### config.mk
export PLATFORM = sky130hd
export DESIGN_NAME = heap_update_scheduler
export DESIGN_NICKNAME = d
export VERILOG_FILES = /design/src/rtl/heap_update_scheduler.sv
export SDC_FILE = /design/constraint.sdc
export NUM_CORES = 1
export LEC_CHECK = 0
export BUFFER_PORTS_ARGS = -buffer_cell sky130_fd_sc_hd__buf_2
export CAP_MARGIN = 10
export CORE_AREA = 8 8 70 72
export CTS_BUF_LIST = sky130_fd_sc_hd__clkbuf_2
export DETAILED_ROUTE_END_ITERATION = 7
export DIE_AREA = 0 0 78 80
export PLACE_DENSITY = 0.87
export RECOVER_POWER = 100
export SLEW_MARGIN = 0
export SYNTH_ARGS = -nofsm -noshare
export SYNTH_HDL_FRONTEND = slang
export SYNTH_SLANG_ARGS = --single-unit
### constraint.sdc
create_clock -name clk -period 1.5 [get_ports clk]
set_input_delay 0.075 -clock clk [delete_from_list [all_inputs] [get_ports clk]]
set_output_delay 0.075 -clock clk [all_outputs]
set_load 0.03 [all_outputs]
### src/rtl/heap_update_scheduler.sv
// rtl/heap_update_scheduler.sv - replace-root scheduler for a pipelined heap of sorting nodes
module heap_update_scheduler #(
  parameter int WIDTH  = 15,
  parameter int LEVELS = 4
) (
  input  logic              clk,
  input  logic              rst,
  input  logic              op_valid,
  input  logic [WIDTH:0]    op_data,
  output logic              op_ready,
  output logic [WIDTH:0]    result_data,
  output logic              result_valid,
  input  logic [WIDTH:0]    root_q,
  output logic [WIDTH:0]    root_data,
  output logic              root_wren,
  output logic              initialize,
  output logic              update_launch,
  input  logic [LEVELS-1:0] node_done,
  input  logic [LEVELS-1:0] node_swap,
  output logic              busy,
  output logic              wave_err
);

  typedef enum logic [2:0] {IDLE, INIT, READY, READ, WRITE, LAUNCH} state_t;

  state_t            state, state_nx;
  logic [LEVELS-1:0] tok, tok_set, tok_clr, tok_nx, stray;
  logic [WIDTH:0]    op_reg, res_reg;
  logic              accept;

  always_comb begin
    state_nx      = state;
    op_ready      = 1'b0;
    result_valid  = 1'b0;
    root_wren     = 1'b0;
    initialize    = 1'b0;
    update_launch = 1'b0;
    case (state)
      IDLE:   state_nx = INIT;
      INIT: begin
        initialize = 1'b1;
        state_nx   = READY;
      end
      READY: begin
        // keep two free levels ahead of a new wavefront
        op_ready = ~tok[0] & ~tok[1];
        if (op_valid && op_ready) state_nx = READ;
      end
      READ:   state_nx = WRITE;
      WRITE: begin
        result_valid = 1'b1;
        root_wren    = 1'b1;
        state_nx     = LAUNCH;
      end
      LAUNCH: begin
        update_launch = 1'b1;
        state_nx      = READY;
      end
      default: state_nx = IDLE;
    endcase
    // a cycle with reset low must never write the root or hand out a result
    if (!rst) begin
      op_ready      = 1'b0;
      result_valid  = 1'b0;
      root_wren     = 1'b0;
      initialize    = 1'b0;
      update_launch = 1'b0;
    end
  end

  assign accept = op_valid & op_ready;

  always_comb begin
    tok_clr    = node_done & tok;
    stray      = node_done & ~tok;
    tok_set    = '0;
    tok_set[0] = (state == LAUNCH);
    for (int i = 1; i < LEVELS; i++) begin
      tok_set[i] = tok_clr[i-1] & node_swap[i-1];
    end
    tok_nx = tok_set | (tok & ~tok_clr);
  end

  always_ff @(posedge clk) begin
    if (!rst) begin
      state    <= IDLE;
      tok      <= '0;
      op_reg   <= '0;
      res_reg  <= '0;
      wave_err <= 1'b0;
    end else begin
      state <= state_nx;
      tok   <= tok_nx;
      if (accept) op_reg <= op_data;
      if (state == WRITE) res_reg <= root_q;
      if (|stray) wave_err <= 1'b1;
    end
  end

  // result_data follows root_q while WRITE pulses, then holds the displaced record
  assign result_data = !rst ? '0 : ((state == WRITE) ? root_q : res_reg);
  assign root_data   = rst ? op_reg : '0;
  assign busy        = (|tok) || (state == READ) || (state == WRITE) || (state == LAUNCH);

endmodule

==> impl_summary.txt, run 1 <==
----------------------------------------------------
[Run status]
  Result of the run ... finished, violations left
  Failing checks ... negative setup slack

[Yosys]
  Area fraction of the dominant cell type after synthesis ... 0.468
  Top post-synthesis cells by count ... dfxtp_1, nand2_1, mux2i_1
  Part of the Yosys area used for sequential elements ... 0.468
  Most frequent cell after synthesis ... dfxtp_1
  Synthesized flop and latch total ... 40
  Mean post-synth cell area ... roughly 9.4 um2
  Synth area leaders ... dfxtp_1, mux2i_1, nand2_1, nor2b_1, inv_1
  Count of different cell masters after synthesis ... 26
  Post-synth EDFFs ... 0
  Most area-hungry cell type in the Yosys netlist ... dfxtp_1
  Total of warnings raised by yosys ... 0
  Instance count of the mapped netlist ... 182
  Top_reg_cell synth ... dfxtp_1
  Total standard cell area after synthesis ... between 0.0015 and 0.002 mm2
  Synthesized netlist net count ... approximately 230
  Asr flop ratio synth ... 0

[Global route]
  Number of global-route vias before repair ... between 1,500 and 2,000
  Aggregate global-route resource usage ... 0.156
  First-pass GRT wire length ... around 8000 um
  Residual overflow from global routing ... 0
  Initial antenna violation count ... 0
  Maximum number of pins on one net before global-route repair ... 26

[Clocking]
  Clock Pin Slew Worst Setup and Hold Paths ... roughly 0.18 ns
  Clock Latency Late Sink ... around 0.40 ns
  Clock net sink count ... 40
  CTS tree ... built
  H-tree level count ... 2
  Number of buffers on the longest clock path ... 2
  Root cell of the clock tree ... clkbuf_2
  Cts bufs inserted ... 5

[Layout]
  Finished Layout Cells ... around 360
  Final net count ... 356
  Filler cell count in the final layout ... between 200 and 300
  Area growth from synthesis to layout ... 70.7%
  Antenna fix cells ... 0
  Ratio of cells with drive above 1 in the final layout ... 0.439

[Drt]
  First drt pass iteration count ... 4
  Remaining design rule violation count ... 0
  Initial DRC count ... 41
  Antenna-violating nets left ... 0
  Routed wire length ... around 5100 um
  Average wire per cell in the routed design ... about 14 um
  Vias after detailed routing ... 1,704
  Routed via count divided by cell count ... about 4.7

[Critical path]
  Critical path class ... flip-flop to primary output
  Family with the most delay on the worst path ... simple AND/OR/NAND/NOR gates
  Crit-path slowest cell ... or3b_4
  Critical Path Most Common Cell ... buf_6
  Crit end category ... primary output
  Max stage delay on crit path ... approximately 0.42 ns
  Kind of start point of the critical path ... flip-flop
  Cell Chain, Critical Path ... or3b_4 -> buf_6 -> mux2i_2 -> nor2b_2 -> buf_6
  Peak fanout along the critical path ... 6
  CP Buf/Inv Count ... 2
  Required time of the worst setup path ... approximately 1.4 ns
  Signal arrival time at the worst endpoint ... 1.80 ns

[Min path]
  Classification of the worst-slack hold path ... primary input to flip-flop

[Timing]
  Transition time at the pin with the least slew margin ... roughly 0.28 ns
  Setup-violating endpoint count in the final report ... 21
  Worst path setup slack after routing ... -0.377 ns
  Minimum clock period ... between 1.5 and 2 ns
  Normalized max-slew margin ... 0.815
  RSZ-0062 raised after global routing ... yes
  Final clock period utilization by the worst path ... 1.25
  Final Hold Slack ... around 0.045 ns
  Total count of hold-check failures in the final report ... 0
  Max Clk Rate ... roughly 530 MHz
  Layout Skew ... between 0.015 and 0.02 ns
  Slew Limit Fails ... 0

[Pwr]
  Static leakage ... around 1.6 nW
  Pwr Density ... roughly 670 mW/mm2
  Maximum VDD drop ... 0.532 mV
  Final Power ... slightly below 2 mW

[Placed design]
  HPWL after detailed placement ... around 3100 um
  Final weighted congestion in routability-driven placement ... 0.768
  Cell count after placement ... 309
  Count of port buffers added during placement ... 80

[Floorplanning]
  Initial Utilization ... 0.444
  Overall die area ... around 0.0062 mm2
  Die height ... approximately 80 um
  Number of placement rows ... 23
  Placeable core area ... between 0.003 and 0.004 mm2
  Die span in x ... roughly 78 um
  I/O pin count ... 82

[Run]
  Number of maximum-capacitance violations ... 0

----------------------------------------------------
worst paths after layout:
check,from,to,slack [ns],cells after the start
worst max-delay path,state[0]$_SDFFE_PN0P_,result_data[4],-0.38,5
worst min-delay path,node_done[0],tok[0]$_SDFF_PN0_,0.04,4
worst max register to register,state[0]$_SDFFE_PN0P_,res_reg[4]$_DFF_P_,-0.03,6
worst min register to register,op_reg[8]$_SDFFE_PN0P_,op_reg[8]$_SDFFE_PN0P_,0.48,2
per-layer routing:
metal | share of wire | track usage | routed length, um
met3 | 0.079 | 0.0709 | 407
met4 | 0.011 | 0.0444 | 58
met1 | 0.38 | 0.160 | 1970
met5 | 0 | 0 | 0
met2 | 0.53 | 0.282 | 2710
through the flow:
| step | setup slack, ns | cell area (um2) | TNS (ns) | utilization |
|---|---|---|---|---|
| 3_3_place_gp | 0.0640 | 2190 | 0 | 0.569 |
| 5_1_grt | -0.466 | 2920 | -7.70 | 0.757 |
| 4_1_cts | -0.357 | 2770 | -5.61 | 0.718 |
| 3_5_place_dp | 0.0264 | 2190 | 0 | 0.569 |
| 2_1_floorplan | -0.0519 | 1750 | -0.467 | - |
| 6_report | -0.377 | 2920 | -5.41 | 0.757 |
repair_timing:
| action | 4_1_cts | 5_1_grt |
|---|---|---|
| gates cloned | 1 | 0 |
| buffers inserted | 2 | 8 |
| endpoints found under the setup margin | 21 | 38 |
| hold buffers | 36 | 1 |
| pin swaps | 2 | 4 |
| resized for setup | 51 | 22 |
| hold endpoints to repair | 33 | 1 |
final cells by class:
type / count / area [um2] / area share
repair buffers: 134 / 1080 / 0.369
well taps: 50 / 62.6 / 0.0214
clock inverters: 1 / 3.75 / 0.00129
multi-input cells: 111 / 856 / 0.293
flip-flops and latches: 40 / 805 / 0.276
clock buffers: 7 / 35.0 / 0.0120
inverters: 21 / 78.8 / 0.0270
logic make-up (layout without fill, tap and decap cells):
family / Yosys count / after routing / synth area share
simple gates: 69 / 69 / 0.211
flops: 40 / 40 / 0.468
mux: 32 / 32 / 0.187
buf+inv: 31 / 163 / 0.0892
compound gates: 10 / 10 / 0.0446
cells in the final DEF, fill, tap and decap left out, types with 2 or more instances in the layout:
cell / instances
clkbuf_2: 7
buf_6: 30
buf_4: 8
dfxtp_2: 3
nor2b_1: 4
a32oi_1: 3
o22ai_1: 2
mux2i_1: 29
nor2b_2: 16
mux2i_2: 3
buf_2: 58
nand2_1: 32
nor2_4: 2
dfxtp_1: 37
a21boi_0: 2
dlygate4sd3_1: 37
inv_1: 20
nand3b_1: 3
worst register-to-register path, delay by kind of cell (launching register included):
family	cells	cell delay (ns)
flip-flops	1	0.36
buffers and inverters	3	0.40
AND/OR/NAND/NOR	2	0.50
multiplexers	1	0.19
power by group:
part           internal, mW  leakage (nW)  switching (mW)
combinational         0.218          1.27           0.178
sequential             1.09         0.325         0.00999
clock                 0.125        0.0306           0.327
total                  1.43          1.63           0.515
Note: power is estimated with default switching activity, not from simulation.
==> run 2, diff against run 1 <==
--- a/config.mk
+++ b/config.mk
@@ -13,6 +13,7 @@
 export DIE_AREA = 0 0 78 80
 export PLACE_DENSITY = 0.87
 export RECOVER_POWER = 100
+export SKIP_CTS_REPAIR_TIMING = 1
 export SLEW_MARGIN = 0
 export SYNTH_ARGS = -nofsm -noshare
 export SYNTH_HDL_FRONTEND = slang
==> run 2 against run 1 <==
The flow still finishes with violations (negative setup slack). Global-route usage fell by 3.2 points. Flip-flop and latch count did not move. Sequential power barely moved. Worst hold slack got worse by 0.0062 ns.
==> impl_summary.txt, run 2 (same netlist as run 1, synthesis figures left out) <==
----------------------------------------------------
[Min path]
  Classification of the worst-slack hold path ... primary input to flip-flop (unchanged)

[Timing]
  RSZ-0062 raised after global routing ... yes (unchanged)
  Total count of hold-check failures in the final report ... 0 (unchanged)
  Worst path setup slack after routing ... -0.363 ns (was -0.377 ns)
  Layout Skew ... 0.0117 ns (was 0.0160 ns)
  Setup-violating endpoint count in the final report ... 20 (was 21)
  Minimum clock period ... 1.86 ns (was 1.88 ns)
  Normalized max-slew margin ... 0.822 (was 0.815)
  Final Hold Slack ... 0.0385 ns (was 0.0447 ns)
  Final clock period utilization by the worst path ... 1.24 (was 1.25)
  Transition time at the pin with the least slew margin ... 0.267 ns (was 0.278 ns)
  Max Clk Rate ... 537 MHz (was 533 MHz)
  Slew Limit Fails ... 0 (unchanged)

[Drt]
  Routed wire length ... 5000 um (was 5140 um)
  Initial DRC count ... 44 (was 41)
  Vias after detailed routing ... 1,658 (was 1,704)
  First drt pass iteration count ... 4 (unchanged)
  Average wire per cell in the routed design ... 13.9 um (was 14.1 um)
  Routed via count divided by cell count ... 4.61 (was 4.68)
  Antenna-violating nets left ... 0 (unchanged)
  Remaining design rule violation count ... 0 (unchanged)

[Layout]
  Total non-filler cell area in the finished layout ... 0.00284 mm2 (was 0.00292 mm2)
  Antenna fix cells ... 0 (unchanged)
  Filler cell count in the final layout ... 289 (was 269)
  Area growth from synthesis to layout ... 66.0% (was 70.7%)
  Most frequent cells in the layout ... buf_2, dlygate4sd3_1, dfxtp_1 (unchanged)
  Most common library cell in the layout ignoring fill and taps ... buf_2 (unchanged)
  Ratio of cells with drive above 1 in the final layout ... 0.423 (was 0.439)
  Final net count ... 352 (was 356)

[Critical path]
  Critical path class ... flip-flop to primary output (unchanged)
  Required time of the worst setup path ... 1.42 ns (about the same)
  Peak fanout along the critical path ... 6 (unchanged)
  Minimum setup slack among reg-to-reg paths ... 0.02 ns (was -0.03 ns)
  Kind of start point of the critical path ... flip-flop (unchanged)
  Signal arrival time at the worst endpoint ... 1.79 ns (was 1.80 ns)
  Crit end category ... primary output (unchanged)

[Placed design]
  Dpl cell area ... 0.00219 mm2 (unchanged)
  Count of port buffers added during placement ... 80 (unchanged)
  Final weighted congestion in routability-driven placement ... 0.768 (unchanged)
  HPWL after detailed placement ... 3120 um (unchanged)
  Post-placement worst setup slack ... 0.0264 ns (unchanged)

[Global route]
  Initial antenna violation count ... 0 (unchanged)
  Number of global-route vias before repair ... 1,491 (was 1,742)
  First-pass GRT wire length ... 6350 um (was 7960 um)
  Aggregate global-route resource usage ... 0.125 (was 0.156)
  Residual overflow from global routing ... 0 (unchanged)
  Maximum number of pins on one net before global-route repair ... 26 (unchanged)

[Floorplanning]
  Die height ... 80 um (unchanged)
  Number of placement rows ... 23 (unchanged)
  Placeable core area ... 0.00386 mm2 (unchanged)
  Die span in x ... 78 um (unchanged)
  I/O pin count ... 82 (unchanged)
  Overall die area ... 0.00624 mm2 (unchanged)
  Initial Utilization ... 0.444 (unchanged)

[Run status]
  Failing checks ... negative setup slack (unchanged)
  Result of the run ... finished, violations left (unchanged)

[Clocking]
  Root cell of the clock tree ... clkbuf_2 (unchanged)
  H-tree level count ... 2 (unchanged)
  Cts bufs inserted ... 5 (unchanged)
  Clock Pin Slew Worst Setup and Hold Paths ... 0.18 ns (about the same)
  Clock net sink count ... 40 (unchanged)
  Clock Latency Late Sink ... 0.38 ns (was 0.40 ns)
  CTS tree ... built (unchanged)
  Number of buffers on the longest clock path ... 2 (unchanged)

[Pwr]
  Pwr Density ... 680 mW/mm2 (was 667 mW/mm2)
  Static leakage ... 1.60 nW (was 1.63 nW)
  Maximum VDD drop ... 0.575 mV (was 0.532 mV)
  Final Power ... 1.93 mW (was 1.95 mW)

[Run]
  Number of maximum-capacitance violations ... 0 (unchanged)

----------------------------------------------------
-- run 2: through the flow --
step                       util  TNS, ns  cells
after floorplan               -   -0.467    182
after global placement    0.569        0    309
after detailed placement  0.569        0    309
after CTS                 0.579    -7.16    317
after global routing      0.736    -7.49    360
final                     0.736    -5.39    360
-- run 2: report_power, final --
group,internal (mW),total (mW),switching (mW)
Combinational,0.210,0.382,0.172
Sequential,1.09,1.10,0.00970
Clock,0.125,0.450,0.325
Total,1.42,1.93,0.507
-- run 2: final timing paths --
check / start / end / depth (start not counted)
worst max-delay path: state[0]$_SDFFE_PN0P_ / result_data[5] / 5
worst min-delay path: node_done[0] / tok[0]$_SDFF_PN0_ / 4
worst max register to register: state[0]$_SDFFE_PN0P_ / op_reg[13]$_SDFFE_PN0P_ / 7
worst min register to register: op_reg[7]$_SDFFE_PN0P_ / op_reg[7]$_SDFFE_PN0P_ / 2
-- run 2: final cells by class --
type,instances,area (um2),share of cell area
well taps,50,62.6,0.0220
repair buffers,130,1020,0.360
inverters,21,78.8,0.0278
multi-input cells,111,833,0.294
flip-flops and latches,40,805,0.283
clock buffers,7,35.0,0.0123
clock inverters,1,3.75,0.00132
-- run 2: routing by layer --
| metal | share of wire | track usage |
|---|---|---|
| met3 | 0.083 | 0.0676 |
| met5 | 0 | 0 |
| met2 | 0.51 | 0.211 |
| met4 | 0.011 | 0.0444 |
| met1 | 0.40 | 0.128 |
-- run 2: critical path, cell delays in order (launching register included) --
cell	delay (ns)
dfxtp_2	0.36
or3b_4	0.42
buf_6	0.16
mux2i_1	0.14
nor2b_2	0.18
buf_6	0.15
==> run 3, diff against run 2 <==
--- a/config.mk
+++ b/config.mk
@@ -11,10 +11,11 @@
 export CTS_BUF_LIST = sky130_fd_sc_hd__clkbuf_2
 export DETAILED_ROUTE_END_ITERATION = 7
 export DIE_AREA = 0 0 78 80
+export GPL_ROUTABILITY_DRIVEN = 1
 export PLACE_DENSITY = 0.87
-export RECOVER_POWER = 100
 export SKIP_CTS_REPAIR_TIMING = 1
 export SLEW_MARGIN = 0
 export SYNTH_ARGS = -nofsm -noshare
 export SYNTH_HDL_FRONTEND = slang
 export SYNTH_SLANG_ARGS = --single-unit
+export TNS_END_PERCENT = 5
==> run 3 against run 2 <==
Critical path depth stayed put. Global-route usage is 0.15 points lower. Maximum frequency is 1.1% higher. The flow still finishes with violations (negative setup slack). Clock power is 4% lower.
==> impl_summary.txt, run 3 (same netlist as run 1, synthesis figures left out) <==
----------------------------------------------------
[Timing]
  Total count of hold-check failures in the final report ... 0 (unchanged)
  RSZ-0062 raised after global routing ... yes (unchanged)
  Transition time at the pin with the least slew margin ... 0.339 ns (was 0.267 ns)
  Max Clk Rate ... 542 MHz (was 537 MHz)
  Setup-violating endpoint count in the final report ... 21 (was 20)
  Minimum clock period ... 1.84 ns (was 1.86 ns)
  Slew Limit Fails ... 0 (unchanged)
  Normalized max-slew margin ... 0.774 (was 0.822)
  Final clock period utilization by the worst path ... 1.23 (was 1.24)
  Layout Skew ... 0.0148 ns (was 0.0117 ns)
  Worst path setup slack after routing ... -0.343 ns (was -0.363 ns)

[Placed design]
  HPWL after detailed placement ... 3030 um (was 3120 um)
  Count of port buffers added during placement ... 80 (unchanged)
  Final weighted congestion in routability-driven placement ... 0.794 (was 0.768)
  Cell count after placement ... 309 (unchanged)

[Critical path]
  Kind of start point of the critical path ... flip-flop (unchanged)
  Peak fanout along the critical path ... 17 (was 6)
  Signal arrival time at the worst endpoint ... 1.77 ns (was 1.79 ns)
  Max stage delay on crit path ... 0.40 ns (was 0.42 ns)
  Required time of the worst setup path ... 1.42 ns (about the same)
  Crit-path slowest cell ... or3b_4 (unchanged)
  Crit end category ... primary output (unchanged)
  Cell Chain, Critical Path ... or3b_4 -> buf_12 -> mux2i_1 -> nor2b_1 -> buf_4 (was or3b_4 -> buf_6 -> mux2i_1 -> nor2b_2 -> buf_6)
  Critical path class ... flip-flop to primary output (unchanged)

[Layout]
  Ratio of cells with drive above 1 in the final layout ... 0.352 (was 0.423)
  Filler cell count in the final layout ... 287 (was 289)
  Most frequent cells in the layout ... buf_2, dfxtp_1, dlygate4sd3_1 (was buf_2, dlygate4sd3_1, dfxtp_1)
  Most common library cell in the layout ignoring fill and taps ... buf_2 (unchanged)
  Area growth from synthesis to layout ... 56.8% (was 66.0%)
  Finished Layout Cells ... 354 (was 360)
  Antenna fix cells ... 0 (unchanged)
  Final net count ... 347 (was 352)

[Global route]
  Maximum number of pins on one net before global-route repair ... 38 (was 26)
  Global-route track usage on met3 ... 0.0417 (was 0.0676)
  Initial antenna violation count ... 0 (unchanged)
  Grt peak-use layer ... met2 (unchanged)
  Met1 Use GR ... 0.124 (was 0.128)
  Number of global-route vias before repair ... 1,448 (was 1,491)
  Aggregate global-route resource usage ... 0.123 (was 0.125)
  Residual overflow from global routing ... 0 (unchanged)
  Met2 usage in global routing ... 0.218 (was 0.211)
  First-pass GRT wire length ... 6290 um (was 6350 um)

[Drt]
  Routed wire length ... 4960 um (was 5000 um)
  Antenna-violating nets left ... 0 (unchanged)
  Average wire per cell in the routed design ... 14.0 um (was 13.9 um)
  Vias after detailed routing ... 1,646 (was 1,658)
  First drt pass iteration count ... 4 (unchanged)
  Remaining design rule violation count ... 0 (unchanged)
  Initial DRC count ... 125 (was 44)
  Routed via count divided by cell count ... 4.65 (was 4.61)

[Pwr]
  Pwr Density ... 699 mW/mm2 (was 680 mW/mm2)
  Final Power ... 1.87 mW (was 1.93 mW)
  Static leakage ... 1.55 nW (was 1.60 nW)
  Maximum VDD drop ... 0.473 mV (was 0.575 mV)

[Clocking]
  Number of buffers on the longest clock path ... 2 (unchanged)
  Clock Pin Slew Worst Setup and Hold Paths ... 0.18 ns (about the same)
  Clock net sink count ... 40 (unchanged)
  Clock Latency Late Sink ... 0.39 ns (was 0.38 ns)
  H-tree level count ... 2 (unchanged)
  Cts bufs inserted ... 5 (unchanged)
  Root cell of the clock tree ... clkbuf_2 (unchanged)
  CTS tree ... built (unchanged)

[Floorplanning]
  Die span in x ... 78 um (unchanged)
  I/O pin count ... 82 (unchanged)
  Placeable core area ... 0.00386 mm2 (unchanged)
  Overall die area ... 0.00624 mm2 (unchanged)
  Die height ... 80 um (unchanged)
  Initial Utilization ... 0.444 (unchanged)
  Number of placement rows ... 23 (unchanged)

[Min path]
  Classification of the worst-slack hold path ... primary input to flip-flop (unchanged)

[Run status]
  Failing checks ... negative setup slack (unchanged)
  Result of the run ... finished, violations left (unchanged)

[Run]
  Number of maximum-capacitance violations ... 0 (unchanged)

----------------------------------------------------
==> run 3: final cells by class <==
type                    count  area (um2)  area share
repair buffers            125         921       0.343
clock buffers               5        25.0     0.00933
inverters                  21        78.8      0.0294
multi-input cells         111         785       0.293
flip-flops and latches     40         802       0.299
clock inverters             2        7.51     0.00280
well taps                  50        62.6      0.0233
==> run 3: stage by stage <==
stage	area [um2]	utilization	hold WS [ns]	TNS, ns	worst slack, ns
finish	2680	0.695	0.0344	-5.53	-0.343
global route	2680	0.695	0.0422	-7.83	-0.474
CTS	2220	0.576	-0.134	-7.15	-0.429
detailed placement	2190	0.568	0.322	0	0.0490
global placement	2190	0.568	0.320	0	0.0775
floorplan	1740	-	0.214	-1.53	-0.118
==> run 3: metal layers <==
layer,vias to the layer above,part of all wire
met2,58,0.53
met1,747,0.38
met4,0,0.023
met5,-,0
li1,831,-
met3,10,0.062
==> run 3: worst paths after layout <==
path                                  end  slack, ns                    from  cells after the start
setup / recovery           result_data[5]      -0.34   state[0]$_SDFFE_PN0P_                      5
hold / removal         res_reg[9]$_DFF_P_       0.03               root_q[9]                      3
setup reg to reg  op_reg[14]$_SDFFE_PN0P_       0.04   state[2]$_SDFFE_PN0P_                      4
hold reg to reg    op_reg[0]$_SDFFE_PN0P_       0.48  op_reg[0]$_SDFFE_PN0P_                      2
==> run 3: critical path: cells and delay by family, from the launching register on <==
kind / cells / cell delay, ns
simple gates: 2 / 0.56
buf+inv: 2 / 0.36
flops: 1 / 0.35
mux: 1 / 0.12
==> run 3: power breakdown <==
| group | internal, mW | total [mW] | switching (mW) |
|---|---|---|---|
| Sequential | 1.09 | 1.10 | 0.00843 |
| Clock | 0.0961 | 0.432 | 0.336 |
| Combinational | 0.187 | 0.346 | 0.159 |
